`src/rtl/lsu_data_port_pkg.sv`:
```
// ============================================================================
// Module   : lsu_data_port_pkg
// Purpose  : Shared types, funct3 encodings and request-check helper for the
//            load/store unit data port.
// Revision : 1.0 - initial release
// ============================================================================
`default_nettype none

package lsu_data_port_pkg;

  localparam int XLEN          = 32;
  localparam int DATA_MEM_SIZE = 256;
  localparam int WORD_ADDR_LSB = 2;

  localparam logic [2:0] F3_B  = 3'b000;
  localparam logic [2:0] F3_H  = 3'b001;
  localparam logic [2:0] F3_W  = 3'b010;
  localparam logic [2:0] F3_BU = 3'b100;
  localparam logic [2:0] F3_HU = 3'b101;

  typedef enum logic [1:0] {
    LSU_IDLE      = 2'b00,
    LSU_LOAD_WAIT = 2'b01,
    LSU_RMW_WRITE = 2'b10
  } lsu_state_e;

  typedef enum logic [1:0] {
    LSU_ERR_NONE     = 2'b00,
    LSU_ERR_MISALIGN = 2'b01,
    LSU_ERR_FAULT    = 2'b10,
    LSU_ERR_ILLEGAL  = 2'b11
  } lsu_err_e;

  // Classify a request; ILLEGAL wins over MISALIGN, which wins over FAULT.
  function automatic lsu_err_e lsu_check(input logic            we,
                                         input logic [2:0]      funct3,
                                         input logic [XLEN-1:0] addr,
                                         input logic [XLEN-1:0] mem_words);
    logic            illegal;
    logic            misalign;
    logic [XLEN-1:0] word_idx;
    illegal  = we ? (funct3 > F3_W)
                  : (funct3 == 3'b011 || funct3 == 3'b110 || funct3 == 3'b111);
    // funct3[1:0] gives the access size for every legal encoding
    misalign = (funct3[1:0] == 2'b01 && addr[0]) ||
               (funct3[1:0] == 2'b10 && addr[1:0] != 2'b00);
    word_idx = {2'b00, addr[XLEN-1:WORD_ADDR_LSB]};
    if (illegal)                    return LSU_ERR_ILLEGAL;
    else if (misalign)              return LSU_ERR_MISALIGN;
    else if (word_idx >= mem_words) return LSU_ERR_FAULT;
    else                            return LSU_ERR_NONE;
  endfunction

endpackage

`default_nettype wire

```
`src/rtl/lsu_data_port_if.sv`:
```
// ============================================================================
// Module   : lsu_data_port_if
// Purpose  : Request/response handshake and word-memory bus of the LSU.
//            slave  = the LSU side, master = execute stage + memory side.
// Revision : 1.0 - initial release
// ============================================================================
`default_nettype none

interface lsu_data_port_if;
  import lsu_data_port_pkg::*;

  logic            req_valid_i;
  logic            req_ready_o;
  logic            req_we_i;
  logic [2:0]      req_funct3_i;
  logic [XLEN-1:0] req_addr_i;
  logic [XLEN-1:0] req_wdata_i;
  logic            rsp_valid_o;
  logic [XLEN-1:0] rsp_rdata_o;
  logic [1:0]      rsp_err_o;
  logic            mem_we_o;
  logic [XLEN-1:0] mem_addr_o;
  logic [XLEN-1:0] mem_wdata_o;
  logic [XLEN-1:0] mem_rdata_i;

  modport slave (
    input  req_valid_i, req_we_i, req_funct3_i, req_addr_i, req_wdata_i,
    input  mem_rdata_i,
    output req_ready_o, rsp_valid_o, rsp_rdata_o, rsp_err_o,
    output mem_we_o, mem_addr_o, mem_wdata_o
  );

  modport master (
    output req_valid_i, req_we_i, req_funct3_i, req_addr_i, req_wdata_i,
    output mem_rdata_i,
    input  req_ready_o, rsp_valid_o, rsp_rdata_o, rsp_err_o,
    input  mem_we_o, mem_addr_o, mem_wdata_o
  );

endinterface

`default_nettype wire

```
`src/rtl/lsu_data_port_align.sv`:
```
// ============================================================================
// Module   : lsu_data_align
// Purpose  : Combinational lane logic: little-endian load extraction with
//            sign/zero extension, and sub-word store merge into an old word.
// Revision : 1.0 - initial release
// ============================================================================
`default_nettype none

module lsu_data_align
  import lsu_data_port_pkg::*;
(
  input  wire logic [XLEN-1:0] i_rdata,
  input  wire logic [XLEN-1:0] i_wdata,
  input  wire logic [1:0]      i_offset,
  input  wire logic [2:0]      i_funct3,
  output logic      [XLEN-1:0] o_load_data,
  output logic      [XLEN-1:0] o_store_data
);

  logic [4:0]      w_shamt;
  logic [XLEN-1:0] w_shifted;
  logic [XLEN-1:0] w_mask;

  assign w_shamt   = {i_offset, 3'b000};
  assign w_shifted = i_rdata >> w_shamt;

  // Bring the addressed lane down to bit 0, then extend to a full word.
  always_comb begin
    o_load_data = i_rdata;
    case (i_funct3)
      F3_B:    o_load_data = {{24{w_shifted[7]}},  w_shifted[7:0]};
      F3_H:    o_load_data = {{16{w_shifted[15]}}, w_shifted[15:0]};
      F3_BU:   o_load_data = {24'h0, w_shifted[7:0]};
      F3_HU:   o_load_data = {16'h0, w_shifted[15:0]};
      default: o_load_data = i_rdata;
    endcase
  end

  // Replace only the target lane(s) of the old word with the store data.
  always_comb begin
    w_mask = '1;
    case (i_funct3)
      F3_B:    w_mask = 32'h0000_00FF;
      F3_H:    w_mask = 32'h0000_FFFF;
      default: w_mask = '1;
    endcase
    o_store_data = (i_rdata & ~(w_mask << w_shamt)) |
                   ((i_wdata & w_mask) << w_shamt);
  end

endmodule

`default_nettype wire

```
`src/rtl/lsu_data_port.sv`:
```
// ============================================================================
// Module   : lsu_data_port
// Purpose  : Load/store unit between execute and a word-wide data memory.
//            Byte addresses become word indices; SB/SH use read-modify-write;
//            one registered response per request.
//            Optional macro LSU_PERF_CNT_EN adds load/store/error counters.
// Revision : 1.0 - initial release
// ============================================================================
`default_nettype none

module lsu_data_port
  import lsu_data_port_pkg::*;
#(
  parameter int MEM_WORDS = DATA_MEM_SIZE
) (
  input  wire logic         clk_i,
  input  wire logic         rst_n_i,
  lsu_data_port_if.slave    bus
`ifdef LSU_PERF_CNT_EN
  ,
  output logic [31:0]       perf_loads_o,
  output logic [31:0]       perf_stores_o,
  output logic [31:0]       perf_errs_o
`endif
);

  lsu_state_e      r_state;
  logic [XLEN-1:0] r_addr;
  logic [2:0]      r_funct3;
  logic [XLEN-1:0] r_wdata;
  logic            r_rsp_valid;
  logic [XLEN-1:0] r_rsp_rdata;
  lsu_err_e        r_rsp_err;

  logic            w_accept;
  lsu_err_e        w_err;
  logic            w_sw_ok;
  logic [XLEN-1:0] w_req_idx;
  logic [XLEN-1:0] w_lat_idx;
  logic [XLEN-1:0] w_load_data;
  logic [XLEN-1:0] w_store_data;

  assign w_accept  = bus.req_valid_i && (r_state == LSU_IDLE);
  assign w_err     = lsu_check(bus.req_we_i, bus.req_funct3_i, bus.req_addr_i,
                               XLEN'(MEM_WORDS));
  assign w_sw_ok   = w_accept && bus.req_we_i && (bus.req_funct3_i == F3_W) &&
                     (w_err == LSU_ERR_NONE);
  assign w_req_idx = {2'b00, bus.req_addr_i[XLEN-1:WORD_ADDR_LSB]};
  assign w_lat_idx = {2'b00, r_addr[XLEN-1:WORD_ADDR_LSB]};

  assign bus.req_ready_o = (r_state == LSU_IDLE);
  assign bus.rsp_valid_o = r_rsp_valid;
  assign bus.rsp_rdata_o = r_rsp_rdata;
  assign bus.rsp_err_o   = r_rsp_err;

  lsu_data_align u_align (
    .i_rdata      (bus.mem_rdata_i),
    .i_wdata      (r_wdata),
    .i_offset     (r_addr[1:0]),
    .i_funct3     (r_funct3),
    .o_load_data  (w_load_data),
    .o_store_data (w_store_data)
  );

  // Memory bus: IDLE passes the request address through (read for loads and
  // RMW, write for SW); later states address the latched word.
  always_comb begin
    bus.mem_we_o    = 1'b0;
    bus.mem_addr_o  = w_req_idx;
    bus.mem_wdata_o = bus.req_wdata_i;
    case (r_state)
      LSU_IDLE: begin
        bus.mem_we_o = rst_n_i && w_sw_ok;
      end
      LSU_LOAD_WAIT: begin
        bus.mem_addr_o  = w_lat_idx;
        bus.mem_wdata_o = '0;
      end
      LSU_RMW_WRITE: begin
        bus.mem_we_o    = 1'b1;
        bus.mem_addr_o  = w_lat_idx;
        bus.mem_wdata_o = w_store_data;
      end
      default: begin
        bus.mem_we_o = 1'b0;
      end
    endcase
  end

  // Control FSM with registered one-cycle response pulse.
  always_ff @(posedge clk_i or negedge rst_n_i) begin
    if (!rst_n_i) begin
      r_state     <= LSU_IDLE;
      r_addr      <= '0;
      r_funct3    <= '0;
      r_wdata     <= '0;
      r_rsp_valid <= 1'b0;
      r_rsp_rdata <= '0;
      r_rsp_err   <= LSU_ERR_NONE;
    end else begin
      r_rsp_valid <= 1'b0;
      case (r_state)
        LSU_IDLE: begin
          if (w_accept) begin
            if (w_err != LSU_ERR_NONE) begin
              r_rsp_valid <= 1'b1;
              r_rsp_rdata <= '0;
              r_rsp_err   <= w_err;
            end else if (bus.req_we_i && bus.req_funct3_i == F3_W) begin
              r_rsp_valid <= 1'b1;
              r_rsp_rdata <= '0;
              r_rsp_err   <= LSU_ERR_NONE;
            end else begin
              r_addr   <= bus.req_addr_i;
              r_funct3 <= bus.req_funct3_i;
              if (bus.req_we_i) begin
                r_wdata <= bus.req_wdata_i;
                r_state <= LSU_RMW_WRITE;
              end else begin
                r_state <= LSU_LOAD_WAIT;
              end
            end
          end
        end
        LSU_LOAD_WAIT: begin
          r_rsp_valid <= 1'b1;
          r_rsp_rdata <= w_load_data;
          r_rsp_err   <= LSU_ERR_NONE;
          r_state     <= LSU_IDLE;
        end
        LSU_RMW_WRITE: begin
          r_rsp_valid <= 1'b1;
          r_rsp_rdata <= '0;
          r_rsp_err   <= LSU_ERR_NONE;
          r_state     <= LSU_IDLE;
        end
        default: begin
          r_state <= LSU_IDLE;
        end
      endcase
    end
  end

`ifdef LSU_PERF_CNT_EN
  logic [31:0] r_perf_loads;
  logic [31:0] r_perf_stores;
  logic [31:0] r_perf_errs;

  // Count responses as they are registered; error responses only hit errs.
  always_ff @(posedge clk_i or negedge rst_n_i) begin
    if (!rst_n_i) begin
      r_perf_loads  <= '0;
      r_perf_stores <= '0;
      r_perf_errs   <= '0;
    end else begin
      if (r_state == LSU_LOAD_WAIT)
        r_perf_loads <= r_perf_loads + 32'd1;
      if (r_state == LSU_RMW_WRITE || w_sw_ok)
        r_perf_stores <= r_perf_stores + 32'd1;
      if (w_accept && w_err != LSU_ERR_NONE)
        r_perf_errs <= r_perf_errs + 32'd1;
    end
  end

  assign perf_loads_o  = r_perf_loads;
  assign perf_stores_o = r_perf_stores;
  assign perf_errs_o   = r_perf_errs;
`endif

endmodule

`default_nettype wire
```
`src/flat_wrapper.sv`:
```
// flat-port wrapper written by rule: the top's interface ports become plain ports
module lsu_data_port_flat import lsu_data_port_pkg::*;
#(
  parameter int MEM_WORDS = DATA_MEM_SIZE
)
  (clk_i, rst_n_i, bus_req_valid_i, bus_req_we_i, bus_req_funct3_i, bus_req_addr_i, bus_req_wdata_i, bus_mem_rdata_i, bus_req_ready_o, bus_rsp_valid_o, bus_rsp_rdata_o, bus_rsp_err_o, bus_mem_we_o, bus_mem_addr_o, bus_mem_wdata_o);
  lsu_data_port_if bus_i ();
  input  wire logic clk_i;
  input  wire logic rst_n_i;
  input wire logic [$bits(bus_i.req_valid_i)-1:0] bus_req_valid_i;
  input wire logic [$bits(bus_i.req_we_i)-1:0] bus_req_we_i;
  input wire logic [$bits(bus_i.req_funct3_i)-1:0] bus_req_funct3_i;
  input wire logic [$bits(bus_i.req_addr_i)-1:0] bus_req_addr_i;
  input wire logic [$bits(bus_i.req_wdata_i)-1:0] bus_req_wdata_i;
  input wire logic [$bits(bus_i.mem_rdata_i)-1:0] bus_mem_rdata_i;
  output wire logic [$bits(bus_i.req_ready_o)-1:0] bus_req_ready_o;
  output wire logic [$bits(bus_i.rsp_valid_o)-1:0] bus_rsp_valid_o;
  output wire logic [$bits(bus_i.rsp_rdata_o)-1:0] bus_rsp_rdata_o;
  output wire logic [$bits(bus_i.rsp_err_o)-1:0] bus_rsp_err_o;
  output wire logic [$bits(bus_i.mem_we_o)-1:0] bus_mem_we_o;
  output wire logic [$bits(bus_i.mem_addr_o)-1:0] bus_mem_addr_o;
  output wire logic [$bits(bus_i.mem_wdata_o)-1:0] bus_mem_wdata_o;
  assign bus_i.req_valid_i = bus_req_valid_i;
  assign bus_i.req_we_i = bus_req_we_i;
  assign bus_i.req_funct3_i = bus_req_funct3_i;
  assign bus_i.req_addr_i = bus_req_addr_i;
  assign bus_i.req_wdata_i = bus_req_wdata_i;
  assign bus_i.mem_rdata_i = bus_mem_rdata_i;
  assign bus_req_ready_o = bus_i.req_ready_o;
  assign bus_rsp_valid_o = bus_i.rsp_valid_o;
  assign bus_rsp_rdata_o = bus_i.rsp_rdata_o;
  assign bus_rsp_err_o = bus_i.rsp_err_o;
  assign bus_mem_we_o = bus_i.mem_we_o;
  assign bus_mem_addr_o = bus_i.mem_addr_o;
  assign bus_mem_wdata_o = bus_i.mem_wdata_o;
  lsu_data_port #(.MEM_WORDS(MEM_WORDS)) u_core (.clk_i(clk_i), .rst_n_i(rst_n_i), .bus(bus_i));
endmodule
```
`config.mk`:
```
export PLATFORM = sky130hd
export DESIGN_NAME = lsu_data_port_flat
export DESIGN_NICKNAME = d
export VERILOG_FILES = /design/src/rtl/lsu_data_port_pkg.sv /design/src/rtl/lsu_data_port_if.sv /design/src/rtl/lsu_data_port_align.sv /design/src/rtl/lsu_data_port.sv /design/src/flat_wrapper.sv
export SDC_FILE = /design/constraint.sdc
export NUM_CORES = 1
export LEC_CHECK = 0
export ABC_CLOCK_PERIOD_IN_PS = 2300
export CELL_PAD_IN_SITES_DETAIL_PLACEMENT = 1
export CELL_PAD_IN_SITES_GLOBAL_PLACEMENT = 1
export CORE_ASPECT_RATIO = 0.7
export CORE_MARGIN = 10
export CORE_UTILIZATION = 33
export CTS_BUF_LIST = sky130_fd_sc_hd__clkbuf_4
export CTS_CLUSTER_SIZE = 40
export DETAILED_ROUTE_END_ITERATION = 8
export HOLD_SLACK_MARGIN = 0.15
export PLACE_DENSITY_LB_ADDON = 0.2
export SETUP_SLACK_MARGIN = 0.1
export SYNTH_ARGS = -nofsm -noshare
export SYNTH_HDL_FRONTEND = slang
export SYNTH_HIERARCHICAL = 1
export SYNTH_SLANG_ARGS = --single-unit
```
`constraint.sdc`:
```
create_clock -name clk_i -period 2.3 [get_ports clk_i]
set_clock_uncertainty 0.1 [all_clocks]
set_input_delay 0.46 -clock clk_i [delete_from_list [all_inputs] [get_ports clk_i]]
set_output_delay 0.46 -clock clk_i [all_outputs]
set_load 0.02 [all_outputs]
```
Word-level counts from Yosys, hierarchy flattened
Cells that the tools add are included.
{"block": "word_totals", "mem_count": 0, "mem_bits_ro": 0, "latch_bits": 0, "mem_bits_rw": 0, "regBits": 104}
{"block": "classes", "add_sub_neg": 0, "bitwise_logic": 6, "n_mul": 0, "shifts": 3, "n_div": 0, "magnitude_cmp": 2, "reduce_logical": 24, "n_mux": 26, "n_eq_ne": 15}
{"op": "case mux 32 bit (2 select lines)", "count": 2}
{"op": "case mux 32 bit (4 select lines)", "count": 1}
{"op": "2-to-1 mux 32 bit", "count": 3}
{"op": "case mux 32 bit (3 select lines)", "count": 1}
{"op": "bitwise AND 32 bit", "count": 2}
{"op": "<< shifter 32 x 5 -> 32 bit", "count": 2}
{"op": "inverter 32 bit", "count": 1}
{"op": "OR 32 bit", "count": 1}
{"op": ">> shifter 32 x 5 -> 16 bit", "count": 1}
{"op": "greater-or-equal comparator 30 x 9 -> 1 bit (second input constant)", "count": 1}
{"op": "2-to-1 mux 30 bit", "count": 1}
{"op": "2-to-1 mux 2 bit", "count": 11}
{"op": "equality test 3 bit (second input constant)", "count": 4}
{"op": "AND reduction 3 bit", "count": 3}
{"op": "logical AND 1 bit", "count": 8}
{"op": "equality test 3 x 2 -> 1 bit (second input constant)", "count": 2}
{"op": "nonzero test 2 bit", "count": 3}
{"op": "AND reduction 5 bit", "count": 1}
{"op": "equality test 2 x 1 -> 1 bit (second input constant)", "count": 2}
{"op": "equality test 2 bit (second input constant)", "count": 2}
{"op": "zero test 2 bit", "count": 2}
{"op": "2-to-1 mux 1 bit", "count": 4}
{"op": "!= test 2 bit (second input constant)", "count": 2}
{"op": "case mux 1 bit (2 select lines)", "count": 2}
{"op": "11 further kinds", "count": 14}

Longest topological paths before layout
Gate-level depths: netlist (run 1).
{"block": "depth", "depth_word": 9, "depth_mapped": 9, "depth_no_buf": 7}

By module
The synthesis (run 1) kept the hierarchy.
{"mod": "lsu_data_port", "n_inst": 1, "area_per_inst_um2": 5094.9, "cells_per_inst": 479}
{"mod": "lsu_data_align", "n_inst": 1, "area_per_inst_um2": 1565.3, "cells_per_inst": 249}

Worst setup path before layout (run 1)
No wires, ideal clock.
{"block": "synth_path", "kind": "reg2out", "start": "register u_core.r_state[0]", "end": "output port bus_mem_wdata_o[31]", "path_buffers": 3, "arrival_ns": 1.938, "slack_ns": -0.198, "path_stages_with_launch": 9, "cell_sequence": "dfrtp_1 inv_1 ha_1 clkbuf_1 and2_1 clkbuf_1 clkbuf_1 nand2_1 o21ai_0"}
{"block": "synth_between", "elab_chain_cells": 2, "word_cells_on_any_way": 3, "classes_between": "2 x eq/ne; 1 x mux"}
{"element": "start: declaration", "line": "lsu_data_port.sv:27", "rtl": "lsu_state_e r_state;"}
{"element": "start signal: assignment", "line": "lsu_data_port.sv:93", "rtl": "r_state <= LSU_IDLE;"}
{"element": "start signal: assignment", "line": "lsu_data_port.sv:118", "rtl": "r_state <= LSU_RMW_WRITE;"}
{"element": "start signal: assignment", "line": "lsu_data_port.sv:120", "rtl": "r_state <= LSU_LOAD_WAIT;"}
{"element": "equality test 2 bit / equality test 2 x 1 -> 1 bit (equally long branches)", "line": "lsu_data_port.sv:71", "rtl": "case (r_state)"}
{"element": "case mux 32 bit (2 select lines) (*)", "line": "lsu_data_port.sv:71"}
{"element": "end: declaration", "line": "flat_wrapper.sv:22", "rtl": "output wire logic [$bits(bus_i.mem_wdata_o)-1:0] bus_mem_wdata_o;"}
Every way passes the cells marked *; elsewhere a longest branch is shown, timed or not.

Worst setup path after layout (run 1)
{"block": "layout_path", "start": "register u_core.r_funct3[1]", "end": "output port bus_mem_wdata_o[31]"}
{"block": "layout_between", "elab_chain_cells": 7, "word_cells_on_any_way": 10, "classes_between": "1 x eq/ne; 2 x shift; 2 x mux; 4 x bitwise; 1 x reduce/logical"}
{"element": "start: declaration", "line": "lsu_data_port.sv:29", "rtl": "logic [2:0] r_funct3;"}
{"element": "start signal: assignment", "line": "lsu_data_port.sv:115", "rtl": "r_funct3 <= bus.req_funct3_i;"}
{"element": "equality test 3 x 1 -> 1 bit / zero test 3 bit (equally long branches)", "line": "lsu_data_port_align.sv:42", "rtl": "case (i_funct3)"}
{"element": "case mux 32 bit (2 select lines) (*)", "line": "lsu_data_port_align.sv:42"}
{"element": "<< shifter 32 x 5 -> 32 bit", "line": "lsu_data_port_align.sv:47", "rtl": "o_store_data = (i_rdata & ~(w_mask << w_shamt)) |"}
{"element": "inverter 32 bit", "line": "lsu_data_port_align.sv:47"}
{"element": "bitwise AND 32 bit", "line": "lsu_data_port_align.sv:47"}
{"element": "OR 32 bit (*)", "line": "lsu_data_port_align.sv:47"}
{"element": "via u_core.w_store_data[31]", "line": "lsu_data_port.sv:41", "rtl": "logic [XLEN-1:0] w_store_data;"}
{"element": "case mux 32 bit (2 select lines) (*)", "line": "lsu_data_port.sv:71"}
Mark *: on every way through the listed nets, which the timed path passes. The rest lies on a longest branch.

==> impl_summary.log, run 1 <==
[metrics] result of the run: finished with violations
[metrics] violations in the final reports: negative setup slack
[metrics] kind of critical path: reg2out
[metrics] number of enable-type register cells in the synthesized netlist: 0
[metrics] count of clock tree sinks: 104
[metrics] synthesized cell area: between 0.006 and 0.007 mm²
[metrics] post-synthesis xor/xnor area fraction: 0
[metrics] Crit path buffers/inverters: 4
[metrics] cell taking the most area after synthesis: dfrtp_1
[metrics] total length of routed wires: between 20000 and 30000 µm
[metrics] iteration count of the initial detailed-routing pass: 5
[metrics] synthesis-stage register bit count: between 100 and 150
[metrics] global-route total usage across every layer: 0.217
[metrics] count of routing violations after the opening detailed-route iteration: approximately 450
[metrics] H-tree levels: 3
[metrics] Design Power: roughly 0.0064 W
[metrics] worst-skew pair later-pin latency: 0.51 ns
[metrics] RSZ-0062 raised after global routing: yes
[metrics] final setup fails: 63
[metrics] final non-filler cell area: about 0.011 mm²
[metrics] sink of the worst hold path: u_core/r_addr[0]$_DFFE_PN0P_
[metrics] Remaining Overflow, GRT: 0
[metrics] Max transition margin: 0.600
[metrics] list of most frequent post-synthesis cells: nand2_1 (167), dfrtp_1 (104), o21ai_0 (89)
[metrics] share of synthesized area spent on multiplexers: 0.188
[metrics] share of synthesized registers carrying an async set or reset: 1.00
[metrics] ports placed on the boundary: between 200 and 250
[metrics] area fraction in compound gates after synthesis: 0.163
[metrics] Final Max Tran Viols: 0
[metrics] Inst Count DP: approximately 1.3k
[metrics] count of cell types in the netlist: 56
[metrics] cell with the biggest individual delay on the critical path: dfrtp_1
[metrics] part of the total power dissipated in combinational logic: 0.509
[metrics] path type of the worst min-delay path: in2reg
[metrics] DP HPWL: between 20000 and 25000 µm
[metrics] Inserted Clock Buffers: 9
[metrics] post-synthesis sequential area ratio: 0.391
[metrics] largest net degree at the start of global routing: ~110
[metrics] CP Launch Type: flip-flop
[metrics] dominant delay contributor by cell family on the critical path: buffers and inverters
[metrics] fraction of final layout cells with drive strength greater than 1: 0.422
[metrics] top-count cell post-synth: nand2_1
[metrics] Avg Inst Size Synth: about 9 µm²
[metrics] startpoint of the most critical hold path: bus_req_addr_i[0]
[metrics] clock transition at the registers of the reported paths: about 0.18 ns
[metrics] Port Buffers: 201
[metrics] number of instances on the worst hold path: 3
[metrics] CP Cell Sequence: buf_4 -> buf_6 -> nor3_4 -> buf_4 -> nor3b_1 -> o21ai_1 -> o311ai_2 -> nand2_1 -> o21ai_1 -> clkbuf_2
[metrics] initial cell density of the core: 0.336
[metrics] synthesized netlist cell count: 728
[metrics] post-route worst setup slack: -0.738 ns
[metrics] final worst-path cycle share: 1.32
[metrics] clock tree buffer depth: 2
[metrics] critical path's largest stage delay: between 0.4 and 0.5 ns
[metrics] Pwr Density: around 570 mW/mm²
[metrics] Die Footprint: 0.0264 mm²
[metrics] clock tree from TritonCTS: built
[metrics] width of the die: between 150 and 200 µm
[metrics] final-report hold violation count: 0
[metrics] Placer Congestion: 0.846
[metrics] core region area: just under 0.02 mm²
[metrics] routed wirelength normalized by instance count: between 20 and 25 µm
[metrics] CP Data Required Time: around 1.7 ns
[metrics] synthesis warning total: 6
[metrics] Reg2Reg Capture Point: u_core/bus.rsp_rdata_o[23]$_DFFE_PN0P_
[metrics] R2R cell count: 9
[metrics] post-DR vias/cell: approximately 5
[metrics] Max-Cap Viols: 0
[metrics] Placed Instance Area: between 0.01 and 0.015 mm²
[metrics] reported net switching power: 0.00234 W
[metrics] Antenna Violating Nets Remaining: 0
[metrics] Via Count: between 6k and 7k
[metrics] cell at the root of the clock tree: clkbuf_4
[metrics] internal power consumption: roughly 0.004 W
[metrics] wire length of the first global-routing pass: 44900 µm
[metrics] Max VDD drop: ~400 µV
[metrics] largest driver fanout on the critical path: 2
[metrics] initial antenna violation count: 4
[metrics] start of the worst register-to-register path: u_core/r_addr[1]$_DFFE_PN0P_
[metrics] combinational family with the most area after synthesis: multiplexers
[metrics] maximum clock frequency: about 330 MHz
[metrics] layout net count: approximately 1.2k
[metrics] basic-gate share of the synthesized area counting and, or, nand and nor cells: 0.176
[metrics] register-to-register path setup slack: between 0.1 and 0.15 ns
[metrics] DIE HEIGHT: between 100 and 150 µm
[metrics] top post-synthesis cells by area: dfrtp_1 (39%), nand2_1 (9.4%), mux2_2 (9.0%)
[metrics] shortest clock period the worst path allows after layout: around 3 ns
[metrics] critical path endpoint category: output port
[metrics] number of remaining DRC errors: 0
[metrics] Synth top area share: 0.391
[metrics] sequential share of power: 0.304
[metrics] FP Rows: 43
[metrics] Cell Count, Final, Fillers Out: about 1.4k
[metrics] Slew @ Worst Pin: roughly 0.60 ns
[metrics] switching part of the total power: 0.367
[metrics] Leak: around 5.3 nW
[metrics] adder-cell share of the synthesized area: 0.00751
[metrics] synthesis-to-finish area growth: 68.7%
[metrics] arrival time of the worst setup path: between 2 and 2.5 ns
[metrics] fillers: roughly 2.2k
[metrics] clock share of power: 0.188
[metrics] minimum hold slack: roughly 0.34 ns
[metrics] main flop type after synthesis: dfrtp_1
[metrics] vias in the first global route: about 7.4k
==> routing by layer <==
layer  GRT usage  wire length [µm]  up-vias
met2       0.358             14300      212
met3      0.0601              2130       21
met1       0.278             12900     3431
met4      0.0400               337        0
met5           0                 0        -
li1            -                 -     3208
==> layout make-up <==
type,count,area [µm²],share of cell area
clock buffers,9,67.6,0.00601
repair buffers,383,3830,0.341
flip-flops and latches,104,2610,0.232
diodes,5,12.5,0.00111
well taps,270,338,0.0301
multi-input cells,526,4100,0.365
clock inverters,7,106,0.00947
inverters,46,173,0.0154
==> stage by stage <==
stage	setup slack (ns)	util	TNS, ns
after detailed placement	-0.945	0.511	-67.26
after floorplan	0.0372	-	0
after global routing	-0.813	0.567	-31.98
after CTS	-0.685	0.560	-28.45
after global placement	-0.907	0.511	-58.88
final	-0.738	0.567	-26.60
==> power by group through the flow <==
stage,Sequential (W),Clock [W],Combinational [W]
CTS,0.00194,0.00124,0.00331
global placement,0.00197,0,0.00269
floorplan,0.00206,0,0.00118
global route,0.00195,0.00129,0.00344
finish,0.00194,0.00120,0.00325
detailed placement,0.00198,0,0.00272
==> cell families (layout without fill, tap and decap cells) <==
logic type / count (synthesis) / in the layout
and+or+nand+nor: 250 / 250
AOI/OAI and AO/OA: 164 / 164
muxes: 106 / 106
DFF: 104 / 104
buffers and inverters: 99 / 445
adders and majority gates: 4 / 4
other: 1 / 7
==> layout by cell type (no fill, tap or decap), types with 12 or more instances in the layout <==
master / synthesis / routed
nor2_1: 21 / 16
nor2b_1: 23 / 23
clkdlybuf4s50_1: 0 / 108
o21ai_0: 89 / 43
nand2_1: 167 / 149
buf_12: 2 / 20
dfrtp_1: 104 / 101
a221o_1: 15 / 15
mux2_4: 20 / 60
o21ai_2: 0 / 35
mux2_2: 53 / 22
buf_6: 5 / 74
clkbuf_2: 0 / 12
a21oi_1: 19 / 18
buf_4: 7 / 139
dlygate4sd2_1: 0 / 12
mux2i_1: 23 / 23
inv_1: 46 / 44
nand2_2: 0 / 13
==> worst min-delay path: cells and delay by family <==
family                 cells  cell delay, ns
muxes                      1            0.14
buffers and inverters      2            0.31
==> timing repair <==
item,4_1_cts,5_1_grt
endpoints found under the hold margin,104,0
endpoints found under the setup margin,109,85
gates resized for setup,494,76
cloned,7,0
pin swaps,29,43
setup buffers,32,12
hold buffers,1,0
==> sequential cells by signal, summed over array words and instances, names as in the netlist <==
name and flops:
u_core/r_state 2, u_core/r_addr 32, u_core/bus.rsp_err_o 2, u_core/bus.rsp_rdata_o 32
u_core/r_funct3 3, u_core/bus.rsp_valid_o 1, u_core/r_wdata 32
==> how the worst max path moves through the flow <==
stage | slack (ns) | to | start | depth (start not counted)
finish | -0.74 | bus_mem_wdata_o[31] | u_core/r_funct3[1]$_DFFE_PN0P_ | 10
global route | -0.81 | bus_mem_wdata_o[31] | u_core/r_funct3[1]$_DFFE_PN0P_ | 10
CTS | -0.68 | bus_mem_wdata_o[25] | u_core/r_funct3[1]$_DFFE_PN0P_ | 10
detailed placement | -0.95 | bus_mem_we_o | bus_req_addr_i[11] | 6
global placement | -0.91 | bus_mem_we_o | bus_req_addr_i[11] | 6
floorplan | 0.04 | bus_mem_wdata_o[31] | u_core/r_state[0]$_DFFE_PN0P_ | 8
No activity file was read; power rests on OpenSTA's default activity.
==> inputs of run 2 (changes only) <==
CORE_UTILIZATION = 32   (was 33)
CTS_BUF_LIST = default   (was sky130_fd_sc_hd__clkbuf_4)
SETUP_SLACK_MARGIN = 0.15   (was 0.1)
==> impl_summary.log, run 2 (synthesis results as in run 1) <==
[metrics] Design Power: 0.00704 W (+10%)
[metrics] RSZ-0062 raised after global routing: yes
[metrics] path type of the worst min-delay path: in2async
[metrics] Pwr Density: 610 mW/mm² (+7.3%)
[metrics] start of the worst register-to-register path: u_core/r_addr[1]$_DFFE_PN0P_
[metrics] cell at the root of the clock tree: clkbuf_16
[metrics] CP Launch Type: flip-flop
[metrics] maximum clock frequency: 375 MHz (+14%)
[metrics] global-route total usage across every layer: 0.203 (-0.0132)
[metrics] Max-Cap Viols: 0 (unchanged)
[metrics] FP Rows: 44 (+2.3%)
[metrics] largest driver fanout on the critical path: 6 (+4)
[metrics] H-tree levels: 3 (unchanged)
[metrics] clock tree buffer depth: 2 (unchanged)
[metrics] shortest clock period the worst path allows after layout: 2.67 ns (-0.371 ns)
[metrics] iteration count of the initial detailed-routing pass: 5 (unchanged)
[metrics] Remaining Overflow, GRT: 0 (unchanged)
[metrics] largest net degree at the start of global routing: 105 (unchanged)
[metrics] highest-count cells in the layout ignoring fill and taps: buf_4 (139), nand2_1 (123), clkdlybuf4s50_1 (104)
[metrics] clock tree from TritonCTS: built
[metrics] final-report hold violation count: 0 (unchanged)
[metrics] Slew @ Worst Pin: 0.623 ns (+0.0226 ns)
[metrics] vias in the first global route: 7254 (-2.6%)
[metrics] total length of routed wires: 31000 µm (+4.3%)
[metrics] result of the run: finished with violations
[metrics] fillers: 2284 (+2.2%)
[metrics] initial cell density of the core: 0.323 (-0.0129)
[metrics] synthesis-to-finish area growth: 73.4%
[metrics] arrival time of the worst setup path: 2.11 ns (-0.37 ns)
[metrics] Max transition margin: 0.585 (-0.0151)
[metrics] critical path endpoint category: output port
[metrics] routed wirelength normalized by instance count: 22.9 µm (+4.0%)
[metrics] fraction of final layout cells with drive strength greater than 1: 0.473 (+0.0503)
[metrics] wire length of the first global-routing pass: 43300 µm (-3.4%)
[metrics] Antenna Violating Nets Remaining: 0 (unchanged)
[metrics] worst-skew pair later-pin latency: 0.36 ns (-0.15 ns)
[metrics] Inst Count DP: 1285 (-0.078%)
[metrics] number of hold buffers added after CTS: 0 (-1)
[metrics] Max VDD drop: 400 µV (-0.58%)
[metrics] width of the die: 192 µm (+1.4%)
[metrics] DP HPWL: 20300 µm (-1.1%)
[metrics] final worst-path cycle share: 1.16 (-0.161)
[metrics] final setup fails: 62 (-1.6%)
[metrics] Leak: 5.39 nW (+1.1%)
[metrics] count of routing violations after the opening detailed-route iteration: 417 (-7.5%)
[metrics] Port Buffers: 201 (unchanged)
[metrics] clock transition at the registers of the reported paths: 0.08 ns (-0.10 ns)
[metrics] kind of critical path: reg2out
[metrics] CP Data Required Time: 1.74 ns (about the same)
[metrics] Finished Core Util: 0.561 (-0.00642)
[metrics] count of clock tree sinks: 104 (unchanged)
[metrics] ports placed on the boundary: 204 (unchanged)
[metrics] layout net count: 1179 (+0.17%)
[metrics] Final Max Tran Viols: 0 (unchanged)
[metrics] critical path launch point: u_core/r_funct3[1]$_DFFE_PN0P_
[metrics] Die Footprint: 0.0271 mm² (+2.7%)
[metrics] violations in the final reports: negative setup slack
[metrics] Via Count: 6970 (+1.4%)
[metrics] post-route worst setup slack: -0.367 ns (+0.371 ns)
[metrics] Inserted Clock Buffers: 9 (unchanged)
[metrics] Placer Congestion: 0.827 (-2.2%)
[metrics] initial antenna violation count: 0 (-4)
[metrics] DIE HEIGHT: 141 µm (+1.3%)
[metrics] Cell Count, Final, Fillers Out: 1354 (+0.30%)
[metrics] post-DR vias/cell: 5.15 (+1.1%)
[metrics] core region area: 0.0206 mm² (+4.0%)
[metrics] number of remaining DRC errors: 0 (unchanged)
[metrics] commonest non-fill, non-tap cell in the layout: buf_4
==> run 2: cell count changes in the layout (fill, tap and decap cells not counted), sizes merged, moves of 2 or more <==
cell,previous run,this run
buf,243,261
clkdlybuf4s50,108,104
diode,5,1
dlygate4sd2,12,8
bufbuf,2,0
bufinv,2,0
dlymetal6s2s,2,0
==> run 2: per-stage QoR <==
step	instance area, µm²	hold WS (ns)	setup TNS (ns)	setup WS (ns)
floorplan	6850	0.0644	0	0.0628
global placement	9980	0.365	-55.93	-0.839
detailed placement	9980	0.366	-59.77	-0.868
CTS	10600	0.190	-12.48	-0.332
global route	11500	0.210	-17.99	-0.468
finish	11500	0.170	-14.04	-0.367
==> run 2: worst max-delay path, stage by stage, from the launching register on <==
cell and delay, ns:
dfrtp_2 0.45, or2_4 0.31, buf_6 0.15, o21ai_2 0.12, o21ai_2 0.08, a221o_1 0.34
nand2_2 0.09, o21ai_2 0.07, buf_6 0.13
==> run 2: path summary, 6_finish.rpt <==
check	end	slack (ns)	cells past startpoint
max	bus_mem_wdata_o[30]	-0.37	8
min	u_core/r_wdata[13]$_DFFE_PN0P_	0.17	2
max reg2reg	u_core/bus.rsp_rdata_o[20]$_DFFE_PN0P_	0.13	10
min reg2reg	u_core/bus.rsp_rdata_o[10]$_DFFE_PN0P_	0.38	2
max in group asynchronous	u_core/bus.rsp_rdata_o[1]$_DFFE_PN0P_	1.46	2
min in group clk_i	u_core/bus.rsp_rdata_o[10]$_DFFE_PN0P_	0.38	2
==> run 2: area by class of cell <==
| class | count | area (µm²) | share of cell area |
|---|---|---|---|
| Multi-Input combinational cell | 526 | 4310 | 0.373 |
| Timing Repair Buffer | 385 | 3820 | 0.331 |
| Sequential cell | 104 | 2610 | 0.226 |
| Tap cell | 276 | 345 | 0.0299 |
| Clock buffer | 11 | 243 | 0.0210 |
| Inverter | 46 | 173 | 0.0149 |
| Clock inverter | 5 | 45.0 | 0.00390 |
| Antenna cell | 1 | 2.50 | 0.000217 |
==> run 2: power breakdown <==
group / leakage, nW / total, W / internal (W) / switching [W]
combinational: 3.83 / 0.00352 / 0.00182 / 0.00169
sequential: 1.43 / 0.00195 / 0.00190 / 0.0000464
clock: 0.139 / 0.00158 / 0.000788 / 0.000793
==> run 2: layer usage <==
| metal | vias up | part of all wire | routed length [µm] | track usage |
|---|---|---|---|---|
| met3 | 37 | 0.069 | 2140 | 0.0535 |
| met4 | 0 | 0.015 | 466 | 0.0378 |
| met1 | 3508 | 0.45 | 13800 | 0.273 |
| met2 | 219 | 0.47 | 14500 | 0.324 |
| li1 | 3206 | - | - | - |
| met5 | - | 0 | 0 | 0 |
==> run 2: timing repair <==
item | 4_1_cts | 5_1_grt
resized for setup | 474 | 239
pin swaps | 23 | 41
cloned | 4 | 7
buffers inserted | 25 | 17
endpoints found under the setup margin | 168 | 124
endpoints found under the hold margin | 0 | 0
